$ cat config.mk
export PLATFORM = sky130hd
export DESIGN_NAME = mem_access_unit
export DESIGN_NICKNAME = d
export VERILOG_FILES = /design/src/rtl/mem_access_unit.sv
export SDC_FILE = /design/constraint.sdc
export NUM_CORES = 1
export LEC_CHECK = 0
export ABC_AREA = 1
export CAP_MARGIN = 30
export CORE_AREA = 2 2 158 160
export DETAILED_ROUTE_END_ITERATION = 10
export DIE_AREA = 0 0 160 162
export DONT_BUFFER_PORTS = 1
export HOLD_SLACK_MARGIN = 0.08
export PLACE_DENSITY = 0.63
export SYNTH_ARGS = -nofsm -noshare
export SYNTH_HDL_FRONTEND = slang
export SYNTH_SLANG_ARGS = --single-unit
$ cat constraint.sdc
create_clock -name clk -period 3.76 [get_ports clk]
set_clock_uncertainty 0.1 [all_clocks]
set_input_delay 0.564 -clock clk [delete_from_list [all_inputs] [get_ports clk]]
set_output_delay 0.564 -clock clk [all_outputs]
set_load 0.05 [all_outputs]
$ cat src/rtl/mem_access_unit.sv
// mem_access_unit: sequential load/store unit between the memory stage and the data bus.
// Accepts one access per handshake, drives up to two aligned bus beats, and returns
// sign/zero-extended load data with a one-cycle response pulse.
// Optional feature macro: MEM_MISALIGN_SPLIT_EN enables splitting an access that crosses
// a bus-word boundary into two beats; without it any misaligned access is rejected.
module mem_access_unit #(
   parameter int unsigned XLEN      = 64,
   parameter int unsigned BUS_BYTES = 8,
   parameter int unsigned AW        = 64
) (
   input  logic                   clk,
   input  logic                   reset_n,
   input  logic                   req_valid,
   output logic                   req_ready,
   input  logic [AW-1:0]          req_addr,
   input  logic [XLEN-1:0]        req_wdata,
   input  logic [3:0]             req_mode,
   output logic                   resp_valid,
   output logic [XLEN-1:0]        resp_rdata,
   output logic                   resp_err,
   output logic                   dbus_valid,
   output logic [AW-1:0]          dbus_addr,
   output logic [2:0]             dbus_size,
   output logic [BUS_BYTES-1:0]   dbus_strobe,
   output logic [8*BUS_BYTES-1:0] dbus_wdata,
   input  logic                   dbus_data_ok,
   input  logic [8*BUS_BYTES-1:0] dbus_rdata
);

   localparam int NumLanes    = BUS_BYTES;
   localparam int NumRegBytes = XLEN / 8;
   localparam int OffW        = $clog2(BUS_BYTES);
   localparam int RIdxW       = $clog2(XLEN / 8);
`ifdef MEM_MISALIGN_SPLIT_EN
   // Two bus words side by side so a boundary-crossing access can be laid out in one pass.
   localparam int NumWideLanes = 2 * BUS_BYTES;
`else
   localparam int NumWideLanes = BUS_BYTES;
`endif
   localparam int WIdxW = $clog2(NumWideLanes);

   typedef enum logic [1:0] {StIdle, StBeat0, StBeat1, StResp} state_e;

   state_e                           state_q, state_d;
   logic [AW-1:0]                    addr_q, addr_d;
   logic [XLEN-1:0]                  wdata_q, wdata_d;
   logic [3:0]                       mode_q, mode_d;
   logic                             err_q, err_d;
   logic [NumRegBytes-1:0][7:0]      rbytes_q, rbytes_d;

   int                               off;
   int                               nbytes;
   logic                             req_bad;
   logic [AW-1:0]                    base_addr;
   logic [NumLanes-1:0][7:0]         rd_lanes;
   logic [NumRegBytes-1:0][7:0]      wd_bytes;
   logic [NumWideLanes-1:0]          wide_strb;
   logic [NumWideLanes-1:0][7:0]     wide_wd;
   logic [NumRegBytes-1:0][7:0]      ext;
   logic                             sign;

   assign rd_lanes  = dbus_rdata;
   assign wd_bytes  = wdata_q;
   assign base_addr = {addr_q[AW-1:OffW], {OffW{1'b0}}};
   assign dbus_size = 3'(OffW);

   // Byte offset within the bus word and access size of the latched request.
   always_comb begin
      off    = int'(addr_q[OffW-1:0]);
      nbytes = 1 << mode_q[1:0];
   end

   // Classify an incoming request as illegal (no bus beat, error response).
   always_comb begin
      logic illegal;
`ifndef MEM_MISALIGN_SPLIT_EN
      int   req_n;
      logic misal;
`endif
      illegal = 1'b0;
      if (req_mode[1:0] == 2'd3 && XLEN == 32)      illegal = 1'b1;
      if (req_mode[1:0] == 2'd3 && BUS_BYTES == 4)  illegal = 1'b1;
      if (req_mode[3] && req_mode[2])               illegal = 1'b1;
      if (!req_mode[3] && req_mode[2] && req_mode[1:0] == 2'd3) illegal = 1'b1;
`ifdef MEM_MISALIGN_SPLIT_EN
      req_bad = illegal;
`else
      req_n   = 1 << req_mode[1:0];
      misal   = (req_addr[2:0] & 3'(req_n - 1)) != 3'b000;
      req_bad = illegal | misal;
`endif
   end

   // Lay the store out across (up to two) bus words: strobe bits and shifted data bytes.
   always_comb begin
      wide_strb = '0;
      wide_wd   = '0;
      for (int j = 0; j < NumRegBytes; j++) begin
         if (j < nbytes && off + j < NumWideLanes) begin
            wide_strb[WIdxW'(off + j)] = 1'b1;
            wide_wd[WIdxW'(off + j)]   = wd_bytes[RIdxW'(j)];
         end
      end
   end

   // Next-state logic: handshake, beat sequencing and load byte capture.
   always_comb begin
      int idx;
      state_d  = state_q;
      addr_d   = addr_q;
      wdata_d  = wdata_q;
      mode_d   = mode_q;
      err_d    = err_q;
      rbytes_d = rbytes_q;
      idx      = 0;
      case (state_q)
         StIdle: begin
            if (req_valid && req_ready) begin
               addr_d   = req_addr;
               wdata_d  = req_wdata;
               mode_d   = req_mode;
               err_d    = req_bad;
               rbytes_d = '0;
               state_d  = req_bad ? StResp : StBeat0;
            end
         end
         StBeat0: begin
            if (dbus_data_ok) begin
               for (int i = 0; i < NumLanes; i++) begin
                  idx = i - off;
                  if (idx >= 0 && idx < nbytes && idx < NumRegBytes) begin
                     rbytes_d[RIdxW'(idx)] = rd_lanes[OffW'(i)];
                  end
               end
`ifdef MEM_MISALIGN_SPLIT_EN
               state_d = (off + nbytes > NumLanes) ? StBeat1 : StResp;
`else
               state_d = StResp;
`endif
            end
         end
`ifdef MEM_MISALIGN_SPLIT_EN
         StBeat1: begin
            if (dbus_data_ok) begin
               // Lane i of the second word holds access byte (NumLanes - off + i).
               for (int i = 0; i < NumLanes; i++) begin
                  idx = NumLanes - off + i;
                  if (idx < nbytes && idx < NumRegBytes) begin
                     rbytes_d[RIdxW'(idx)] = rd_lanes[OffW'(i)];
                  end
               end
               state_d = StResp;
            end
         end
`endif
         StResp:  state_d = StIdle;
         default: state_d = StIdle;
      endcase
   end

   // State and request registers; reset aborts any access in flight.
   always_ff @(posedge clk or negedge reset_n) begin
      if (!reset_n) begin
         state_q  <= StIdle;
         addr_q   <= '0;
         wdata_q  <= '0;
         mode_q   <= '0;
         err_q    <= 1'b0;
         rbytes_q <= '0;
      end else begin
         state_q  <= state_d;
         addr_q   <= addr_d;
         wdata_q  <= wdata_d;
         mode_q   <= mode_d;
         err_q    <= err_d;
         rbytes_q <= rbytes_d;
      end
   end

   // Bus request outputs, held stable for the whole beat.
   always_comb begin
      dbus_valid  = 1'b0;
      dbus_addr   = '0;
      dbus_strobe = '0;
      dbus_wdata  = '0;
      case (state_q)
         StBeat0: begin
            dbus_valid = 1'b1;
            dbus_addr  = base_addr;
            if (mode_q[3]) begin
               dbus_strobe = wide_strb[NumLanes-1:0];
               dbus_wdata  = wide_wd[NumLanes-1:0];
            end
         end
`ifdef MEM_MISALIGN_SPLIT_EN
         StBeat1: begin
            dbus_valid = 1'b1;
            dbus_addr  = base_addr + AW'(BUS_BYTES);
            if (mode_q[3]) begin
               dbus_strobe = wide_strb[NumWideLanes-1:NumLanes];
               dbus_wdata  = wide_wd[NumWideLanes-1:NumLanes];
            end
         end
`endif
         default: ;
      endcase
   end

   // Sign/zero extension of the merged load bytes.
   always_comb begin
      ext  = '0;
      sign = 1'b0;
      if (nbytes - 1 < NumRegBytes) begin
         sign = rbytes_q[RIdxW'(nbytes - 1)][7] & ~mode_q[2];
      end
      for (int j = 0; j < NumRegBytes; j++) begin
         ext[RIdxW'(j)] = (j < nbytes) ? rbytes_q[RIdxW'(j)] : {8{sign}};
      end
   end

   // Handshake and response outputs; req_ready is gated by reset so it reads 0 while held.
   always_comb begin
      req_ready  = reset_n && (state_q == StIdle);
      resp_valid = (state_q == StResp);
      resp_err   = resp_valid && err_q;
      resp_rdata = (resp_valid && !err_q && !mode_q[3]) ? ext : '0;
   end

endmodule

**Word level (Yosys, flattened, before mapping)**

Index checks and enable logic that the tools add are counted.

- Add/sub/neg operators: 17
- $mul: 0
- Divide/modulo/power cells: 0
- $lt $le $gt $ge: 74
- Eq/ne operators: 5
- Shifts and indexed selects: 2
- Mux-type cells: 125
- Bitwise gates (word level): 12
- Reductions and logical operators: 57

Operator list:

| kind | count |
|---|---|
| two-way mux 64 bit | 35 |
| bitwise mux 64 bit | 15 |
| demux 8 bit (select 3 bit) | 16 |
| < comparator 32 x 5 -> 1 bit (second input constant) | 8 |
| < comparator 4 x 32 -> 1 bit | 8 |
| two-way mux 8 bit | 32 |
| < comparator 4 x 32 -> 1 bit (first input constant) | 4 |
| case mux 64 bit (2 select lines) | 1 |
| < comparator 3 x 5 -> 1 bit (second input constant) | 17 |
| AND 64 bit | 1 |
| < comparator 3 x 32 -> 1 bit (first input constant) | 2 |
| OR 8 bit | 7 |
| greater-or-equal comparator 3 x 1 -> 1 bit (second input constant) | 16 |
| logical AND 1 bit | 48 |
| < comparator 4 x 5 -> 1 bit (second input constant) | 8 |
| greater-or-equal comparator 4 x 1 -> 1 bit (second input constant) | 8 |
| < comparator 1 x 32 -> 1 bit (first input constant) | 1 |
| < comparator 2 x 32 -> 1 bit (first input constant) | 1 |
| two-way mux 32 bit | 1 |
| << shifter 1 x 2 -> 32 bit (first input constant) | 1 |
| subtractor 32 x 2 -> 32 bit (second input constant) | 1 |
| binary-select mux 8 bit (select 3 bit) | 1 |
| demux 1 bit (select 3 bit) | 8 |
| adder 3 x 3 -> 4 bit (second input constant) | 4 |
| other kinds (24) | 48 |

- Flip-flop bits (word level): 167
- Bits in latches: 0
- Bits in writable memories: 0
- Bits in read-only memories: 0
- Input port bits: 200
- Memories kept: 0

**Longest topological paths before layout**

Gate-level depths: netlist (run 1).

- Depth in word-level cells: 37
- Depth in mapped cells: 19
- Gate-level depth less buffers: 17

**Worst setup path before layout (run 1)**

OpenSTA, ideal clock, no wires.

- Kind: register -> output
- Start: reg addr_q[0]
- End: out dbus_wdata[28]
- Arrival: 3264 ps
- Data required time: 3096 ps
- Path slack: -168 ps
- Cell stages (with the launch flop): 11
- Path buffers: 2
- Cells stage by stage: dfrtp_1 -> bufinv_8 -> buf_2 -> ha_1 -> buf_2 -> inv_2 -> nor3_1 -> inv_1 -> o22ai_1 -> nand2_1 -> a221oi_1

- Cells in the longest elaborated chain, start to end: 22
- Elaborated cells between the ends (all ways): 81
- Classes of those cells: add/sub (7); order compare (24); mux (33); bitwise (1); reduce/logical (16)

RTL lines:

| what | line | RTL |
|---|---|---|
| start, declared | 45 | `logic [AW-1:0] addr_q, addr_d;` |
| start signal, assigned | 172 | `addr_q <= addr_d;` |
| branches (longest 19 deep; another with < comparator 32 x 5 -> 1 bit) | - |  |
| two-way mux 64 bit (*) | 99 | `if (j < nbytes && off + j < NumWideLanes) begin` |
| two-way mux 64 bit (*) | 190 | `if (mode_q[3]) begin` |
| two-way mux 64 bit (*) | 186 | `case (state_q)` |
| end, declared | 25 | `output logic [8*BUS_BYTES-1:0] dbus_wdata,` |

Every way passes the cells marked *.

**Worst setup path in the final report (run 1)**

- Start: reg mode_q[0]
- End: out resp_rdata[23]

- Cells in the longest elaborated chain, start to end: 9
- Elaborated cells between the ends (all ways): 11
- Classes of those cells: add/sub (1); order compare (2); shift (1); mux (6); bitwise (1)

RTL lines:

| what | line | RTL |
|---|---|---|
| start, declared | 47 | `logic [3:0] mode_q, mode_d;` |
| start signal, assigned | 174 | `mode_q <= mode_d;` |
| << shifter 1 x 2 -> 32 bit (*) | 70 | `nbytes = 1 << mode_q[1:0];` |
| branches (longest 6 deep; another with subtractor 32 x 2 -> 32 bit) | - |  |
| two-way mux 8 bit (*) | 217 | `ext[RIdxW'(j)] = (j < nbytes) ? rbytes_q[RIdxW'(j)] : {8{sign}};` |
| two-way mux 32 bit (*) | 226 | `resp_rdata = (resp_valid && !err_q && !mode_q[3]) ? ext : '0;` |
| end, declared | 19 | `output logic [XLEN-1:0] resp_rdata,` |

Every way passes the cells marked *. The select of a mux whose other input is x is not followed.

==> results of run 1 <==
[path summary, 6_finish.rpt]
path	startpoint	end	slack [ns]	cells after the start
worst max-delay path	mode_q[0]	resp_rdata[23]	0.09	11
worst min-delay path	reset_n	rbytes_q[12]	-0.27	0
worst max register to register	addr_q[0]	rbytes_q[22]	0.56	13
worst min register to register	rbytes_q[26]	rbytes_q[26]	0.38	2
max in group asynchronous	reset_n	addr_q[1]	3.60	0
min in group clk	req_wdata[31]	wd_bytes[31]	0.13	2
[per-stage QoR]
step	std cells	hold WS [ns]	utilization	power, uW
global route	2215	-0.295	0.543	13600
floorplan	1780	0.168	-	8610
finish	2215	-0.274	0.543	12500
CTS	2215	-0.289	0.542	12400
detailed placement	2182	0.175	0.516	10600
global placement	2182	0.174	0.516	10500
[Yosys cell counts, types with 4 or more instances]
master                     instances  share of area
sky130_fd_sc_hd__nor2_2            7         0.0040
sky130_fd_sc_hd__nor3_2            4         0.0036
sky130_fd_sc_hd__nor3_1           16         0.0072
sky130_fd_sc_hd__nand2_1         501           0.17
sky130_fd_sc_hd__o21ai_0         146          0.066
sky130_fd_sc_hd__a21oi_1          90          0.041
sky130_fd_sc_hd__nor2_4            5         0.0051
sky130_fd_sc_hd__nand3_2           9         0.0081
sky130_fd_sc_hd__inv_1           220          0.075
sky130_fd_sc_hd__o22ai_1          17         0.0096
sky130_fd_sc_hd__a211oi_1          7         0.0047
sky130_fd_sc_hd__nor2_1          185          0.063
sky130_fd_sc_hd__dfrtp_1         135           0.31
sky130_fd_sc_hd__clkbuf_1         30          0.010
sky130_fd_sc_hd__nand2_2          11         0.0062
sky130_fd_sc_hd__o211ai_1          6         0.0041
sky130_fd_sc_hd__inv_2             8         0.0027
sky130_fd_sc_hd__buf_1            10         0.0034
sky130_fd_sc_hd__buf_6             8         0.0081
sky130_fd_sc_hd__buf_2            24          0.011
sky130_fd_sc_hd__nand4_1          39          0.022
sky130_fd_sc_hd__clkinv_1          7         0.0024
sky130_fd_sc_hd__o221ai_1          4         0.0032
sky130_fd_sc_hd__nand2_4           5         0.0051
sky130_fd_sc_hd__nand3_1         136          0.061
sky130_fd_sc_hd__buf_4            43          0.029
sky130_fd_sc_hd__ha_1             34          0.038
sky130_fd_sc_hd__a22oi_1           5         0.0034
[state kept, by name, summed over array words and instances, names as in the netlist]
register and cells:
state_q 2, addr_q 64, mode_q 4, wd_bytes 32, err_q 1, rbytes_q 32
[cell type report]
type	count	area (um2)	share of cell area
Multi-Input combinational cell	1294	6330	0.483
Tap cell	324	405	0.0310
Inverter	236	908	0.0694
Clock inverter	15	178	0.0136
Timing Repair Buffer	194	1470	0.112
Clock buffer	17	425	0.0325
Sequential cell	135	3380	0.258
[logic make-up (layout without fill, tap and decap cells)]
| kind of cell | Yosys count | in the layout |
|---|---|---|
| buffers and inverters | 351 | 462 |
| adder cells (fa/ha/maj) | 34 | 34 |
| other | 2 | 38 |
| flip-flops | 135 | 135 |
| AND/OR/NAND/NOR | 930 | 930 |
| AO/OA/AOI/OAI | 292 | 292 |
[routing by layer]
metal,routed length [um],track usage
met5,0,0
met4,1470,0.133
met3,3660,0.0613
met2,18200,0.476
met1,16300,0.405
[repair_timing]
item / CTS / global route
endpoints found under the hold margin: 135 / 135
resized for setup: 6 / 12
setup endpoints to repair: 27 / 42
pin swaps: 0 / 1
setup buffers: 1 / 0
[worst register-to-register path, delay by kind of cell (launching register included)]
| family | cells | cell delay (ns) |
|---|---|---|
| buf+inv | 1 | 0.25 |
| fa+ha+maj | 3 | 0.97 |
| simple gates | 9 | 1.45 |
| flops | 1 | 0.38 |
[power breakdown]
group | leakage, uW | total, uW | switching, uW | internal [uW]
combinational | 0.00489 | 8150 | 5820 | 2330
clock | 0.000295 | 1770 | 811 | 956
sequential | 0.00170 | 2630 | 536 | 2090
==> results.txt, run 1 <==
* Max stage delay cell, worst path: sky130_fd_sc_hd__dfrtp_1
- Initial antenna violation count: 0
* Count of pins over their slew limit: 0
- The die is about 160 um wide.
* Most common library cell in the layout ignoring fill and taps: sky130_fd_sc_hd__nand2_1
* Number of detailed-routing iterations run before antenna repair: 5
- Remaining Overflow, GRT: 0
- After detailed routing, the total wire length is between 30000 and 40000 um.
* Number of CTS-inserted buffers: 17
* Library cell used as clock root buffer: sky130_fd_sc_hd__clkbuf_16
* Synthesized-area fraction occupied by adder cells: 0.0384
- Across all setup checks in the final design, the least slack found is 0.0894 ns.
- In the final routed layout, each cell accounts on average for 17.9 um.
- Number of hold-slack violations in the final timing report: 135
- The mapped netlist covers 11100 um2.
- Hold_ws: -0.274 ns
- In this design, the stage delay of the slowest critical-path cell is approximately 0.42 ns.
- Area growth from synthesis to layout: 18.3%
- Cell mode on critical path: sky130_fd_sc_hd__buf_4
- Unrepaired setup endpoints after global routing: true
- Placed wire-length estimate after detailed placement: 29900 um
* Category of the critical setup timing path: reg -> out
- Fmax: roughly 270 MHz
- By area, the combinational part of the netlist is dominated by simple AND/OR/NAND/NOR gates.
- Final routed DRC violation total: 0
* Kind of capture point of the worst setup path: output pin
* Failing checks: hold timing
* Class of the tightest hold or removal check: in -> async
- Count of inserted antenna diode cells: 0
* Critical path cell sequence: buf_4 > nor2_4 > inv_1 > buf_4 > ha_1 > nor2_1 > nand2_1 > nand2_1 > o21ai_1 > a21oi_2 > buf_4
- Arrival time worst endpoint: 3.01 ns
* Category of the worst setup path launch point: flop
- Clk buf depth: 2
* Mean Syn Cell Area: 6.35 um2
- After filler insertion, the fill cell instance count of the layout stands at 2494.
* Clock-pin slew on the worst setup and hold paths: 0.07 ns
* Multiplexer fraction of the synthesized cell area: 0
* Xor/xnor share of the synthesized area: 0
- Setup violations remaining at the end of the flow were counted as 0.
- Maximum number of pins on one net before global-route repair: 137
* Accumulated negative setup slack: 0 ns
- Netlist cell types: 47
- Finished Cell Area: 13100 um2
- For this design the ratio of total power to cell area is 958 nW/um2.
- Routed vias/inst: 5.43
- Antenna-violating nets left: 0
* Clock tree from TritonCTS: done
- Final Wtd Congestion: 0.970
* Warnings from Yosys: 0
- Overall die height: 162 um
- Count of boundary I/O pins: about 410
- The worst path needs between 3 and 4 ns of the cycle, external delays included.
- Pleak: roughly 0.0069 uW
- Number of input and output port buffers inserted: 0
* Post-layout nets: about 2100
- The placed instances occupy a cell area of between 10000 and 15000 um2.
* Post-synth EDFFs: 0
* Ys async rst share: 1.00
- Number of global-route vias before repair: ~11000
- Core Area: 24100 um2
- Dominant synthesized flop cell: sky130_fd_sc_hd__dfrtp_1
* Reported max-cap violation count: 0
- In the final layout, the share of cells above drive strength 1 is 0.163.
* CTS H-tree depth: 4
- Status: finished with violations
- Source-to-sink clock delay at the later pin of the worst-skew pair: 0.43 ns
- Critical path buffer and inverter count: 4
* Count of mapped cells out of synthesis: 1744
- Dominant delay contributor by cell family on the critical path: buffers and inverters
- Max FO, Critical Path: 12
- CTS saw 135 sinks.
* Tcrit/Tclk final: 0.976
- The first global-routing pass estimated 62100 um of wire.
* Rel. slew slack: 0.394
- Commonest non-fill, non-tap cells in the layout: 497 x sky130_fd_sc_hd__nand2_1, 216 x sky130_fd_sc_hd__inv_1, 192 x sky130_fd_sc_hd__buf_4
* Worst slew pin tran: 0.905 ns
* Placement Rows: 57
- Area fraction in compound gates after synthesis: 0.144
- The final route contains roughly 12000 vias.
- Starting density of the core: 0.459
- After the first detailed-routing iteration, the DRC count stood at 1201.
- Of the total synthesized cell area, the portion taken by AND, OR, NAND and NOR gates is 0.368.
- Sequential element share of the synthesized area: 0.305
- Required arrival time at the worst endpoint: 3.10 ns
- Prior to clock tree synthesis, the placed netlist has a worst setup slack of around 0.36 ns.
- Die area: ~26000 um2
- For this run, the total global-route usage over all layers was measured as 0.303.
* VDD IR max: 867 uV
* Flip-flop and latch count after synthesis: between 100 and 150
No activity file was read; power rests on OpenSTA's default activity.
==> inputs of run 2 (changes only) <==
REMOVE_ABC_BUFFERS = 1   (was unset)
==> run 2 against run 1 <==
The flow still finishes with violations (hold timing). Cell count rose by 0.41%. Critical path depth did not move. Sequential power barely moved. Wire length rose by 1.0%. Clock-buffer cell count did not move. Combinational power rose by 0.9%. Via count barely moved. Maximum frequency rose by 0.93%. Critical path type unchanged. Highest routed layer is now met5.
==> results.txt, run 2 (synthesis gave the netlist of run 1 again) <==
- Status: finished with violations
* Failing checks: hold timing
- Number of global-route vias before repair: 11422
* Placed wire-length estimate after detailed placement: 30000 um
- At the end of the flow, the number of nets in the layout was about 2100.
- Tcrit/Tclk final: 0.967
- FF-to-FF Start: mode_q[1]
- Final Wtd Congestion: 0.969
* Remaining Overflow, GRT: 0
* Critical path cell sequence: nor2_4 > inv_1 > ha_1 > nand2_4 > nand3_2 > inv_1 > a21oi_1 > nand2_1 > o21ai_0 > a21oi_1 > buf_4
- Class of the tightest hold or removal check: in -> async
* Unrepaired setup endpoints after global routing: true
- Max FO, Critical Path: 16
- The floorplan step set the die width to 160 um.
* Number of input and output port buffers inserted: 0
- Entering global routing, the biggest net connects 137 pins.
- Pwr/cell area: ~960 nW/um2
* Flop-to-flop setup slack: ~0.61 ns
* Clock tree from TritonCTS: done
- Required arrival time at the worst endpoint: 3.10 ns
- Number of hold-slack violations in the final timing report: between 100 and 150
* CTS H-tree depth: 4
* Source-to-sink clock delay at the later pin of the worst-skew pair: 0.42 ns
- After clock tree synthesis, the clock-pin slew on the worst setup and hold paths is 0.07 ns.
- In this run the count of I/O pins placed on the die edge is 407.
- Dividing the detail-routed wire length by the instance count gives 18.0 um.
* Fraction of layout instances using a drive strength above 1: 0.172
- Category of the worst setup path launch point: flop
- Count of inserted antenna diode cells: 0
- Reported max-cap violation count: 0
- Pleak: 0.00694 uW
- Initial DRC count: roughly 1200
- Clock tree synthesis selected as its root buffer the cell sky130_fd_sc_hd__clkbuf_16.
- Footprint of the flip-flops and latches: 3380 um2
- The register with the most flip-flops in the layout has 64 of them.
- Total global-route track usage: 0.303
- IR analysis of the VDD net gives a maximum drop of 436 uV.
- Once detail routing completed, the nets flagged for antenna violations numbered 0.
- R2R cell count: 12
* Overall die height: 162 um
- TritonCTS Sinks: 135
* Commonest non-fill, non-tap cells in the layout: 498 x sky130_fd_sc_hd__nand2_1, 214 x sky130_fd_sc_hd__inv_1, 202 x sky130_fd_sc_hd__buf_4
* Category of the critical setup timing path: reg -> out
- Dominant delay contributor by cell family on the critical path: simple AND/OR/NAND/NOR gates
- The initial utilization of the core area, before any placement, comes to 0.459.
* Largest stage delay on the critical path: 0.52 ns
- The first global-routing pass estimated 62400 um of wire.
* Area growth from synthesis to layout: 19.3%
- In the routed layout, each cell is associated on average with a via count of 5.41.
- After layout, the minimum clock period comes to 3.64 ns.
* Final-layout fill cell count: approximately 2500
* Number of CTS-inserted buffers: 17
- Count of pins over their slew limit: 0
- Multi-input combinational cell area: 6350 um2
- The worst setup path is captured at an output pin.
* Final routed DRC violation total: 0
- Setup violations remaining at the end of the flow were counted as 0.
- In this run the tightest slew margin relative to its limit is 0.412.
- Together, buffers and inverters on the worst path number 3.
- The library cell used most frequently in the layout, excluding fill and tap cells, is sky130_fd_sc_hd__nand2_1.
* Post-layout util: 0.548
- Clk buf depth: 2
- In the global route stage, met1 resource usage came out at 0.395.
- Wires add up to 40000 um.
- The die covers approximately 26000 um2.
- Via count: 12031
- Across all hold checks on the routed design, the worst slack comes to -0.270 ns.
- Placement Rows: 57
* Worst reg2reg endpoint: rbytes_q[17]
* Most flops, register: addr_q
- Routing layer with the top usage in global route: met2
- Max stage delay cell, worst path: sky130_fd_sc_hd__dfrtp_1
* Fmax: 275 MHz
- The number of antenna violations at the first check in global routing was 1.
* Worst slew pin tran: 0.878 ns
* Number of detailed-routing iterations run before antenna repair: 5
* Core Area: 24100 um2
* Arrival time worst endpoint: between 2 and 3 ns
* Met2 GRT Util: 0.491
* GR Layer Usage met3: 0.0684
- Post-layout total power: 12700 uW
[run 2: cell types whose count changed in the layout (fill, tap and decap cells not counted), sizes merged]
cell | previous run | this run
bufinv | 2 | 3
clkinv | 11 | 10
buf | 194 | 203
clkinvlp | 2 | 0
inv | 236 | 238
[run 2: how the worst max path moves through the flow]
stage	cells after the start	to	start
2_1_floorplan	6	rbytes_q[0]	reset_n
3_3_place_gp	8	dbus_wdata[13]	addr_q[1]
3_5_place_dp	8	dbus_wdata[10]	addr_q[1]
4_1_cts	11	dbus_wdata[9]	mode_q[1]
5_1_grt	10	resp_rdata[15]	mode_q[1]
6_report	11	dbus_wdata[18]	mode_q[1]
[run 2: metrics by stage]
step | setup slack (ns) | setup TNS (ns) | cell area (um2) | instances
after CTS | 0.0138 | 0 | 13100 | 2221
after floorplan | -2.82 | -261.84 | 10500 | 1665
final | 0.123 | 0 | 13200 | 2224
after global placement | 0.402 | 0 | 12500 | 2189
after detailed placement | 0.325 | 0 | 12500 | 2189
after global routing | -0.00550 | -0.00550 | 13200 | 2224
[run 2: layer usage]
metal	share of wire	wire length [um]
met5	0.00030	12
met4	0.035	1400
met3	0.091	3660
met2	0.46	18400
met1	0.41	16500
[run 2: worst register-to-register path: stages, from the launching register on]
cell,delay [ns]
sky130_fd_sc_hd__dfrtp_1,0.58
sky130_fd_sc_hd__buf_4,0.25
sky130_fd_sc_hd__nand2_4,0.15
sky130_fd_sc_hd__ha_1,0.35
sky130_fd_sc_hd__a211oi_1,0.38
sky130_fd_sc_hd__nand2_4,0.21
sky130_fd_sc_hd__nand2_4,0.35
sky130_fd_sc_hd__nand2_1,0.31
sky130_fd_sc_hd__nand3_1,0.17
sky130_fd_sc_hd__nand2_1,0.06
sky130_fd_sc_hd__nand2_1,0.05
sky130_fd_sc_hd__nand2_1,0.06
sky130_fd_sc_hd__nand2_1,0.06
[run 2: power by group]
group	switching [uW]	internal, uW
Sequential	531	2090
Clock	810	1020
Combinational	5820	2400
[run 2: cell type report]
type,instances,area share
clock buffers,17,0.0322
clock inverters,15,0.0154
inverters,236,0.0685
multi-input cells,1294,0.481
flip-flops and latches,135,0.256
well taps,324,0.0307
repair buffers,203,0.116
[run 2: timing repair]
action,CTS,global route
gates resized for setup,6,16
gates cloned,0,0
setup buffers,0,3
pin swaps,0,1
endpoints found under the setup margin,18,38
hold endpoints to repair,135,135
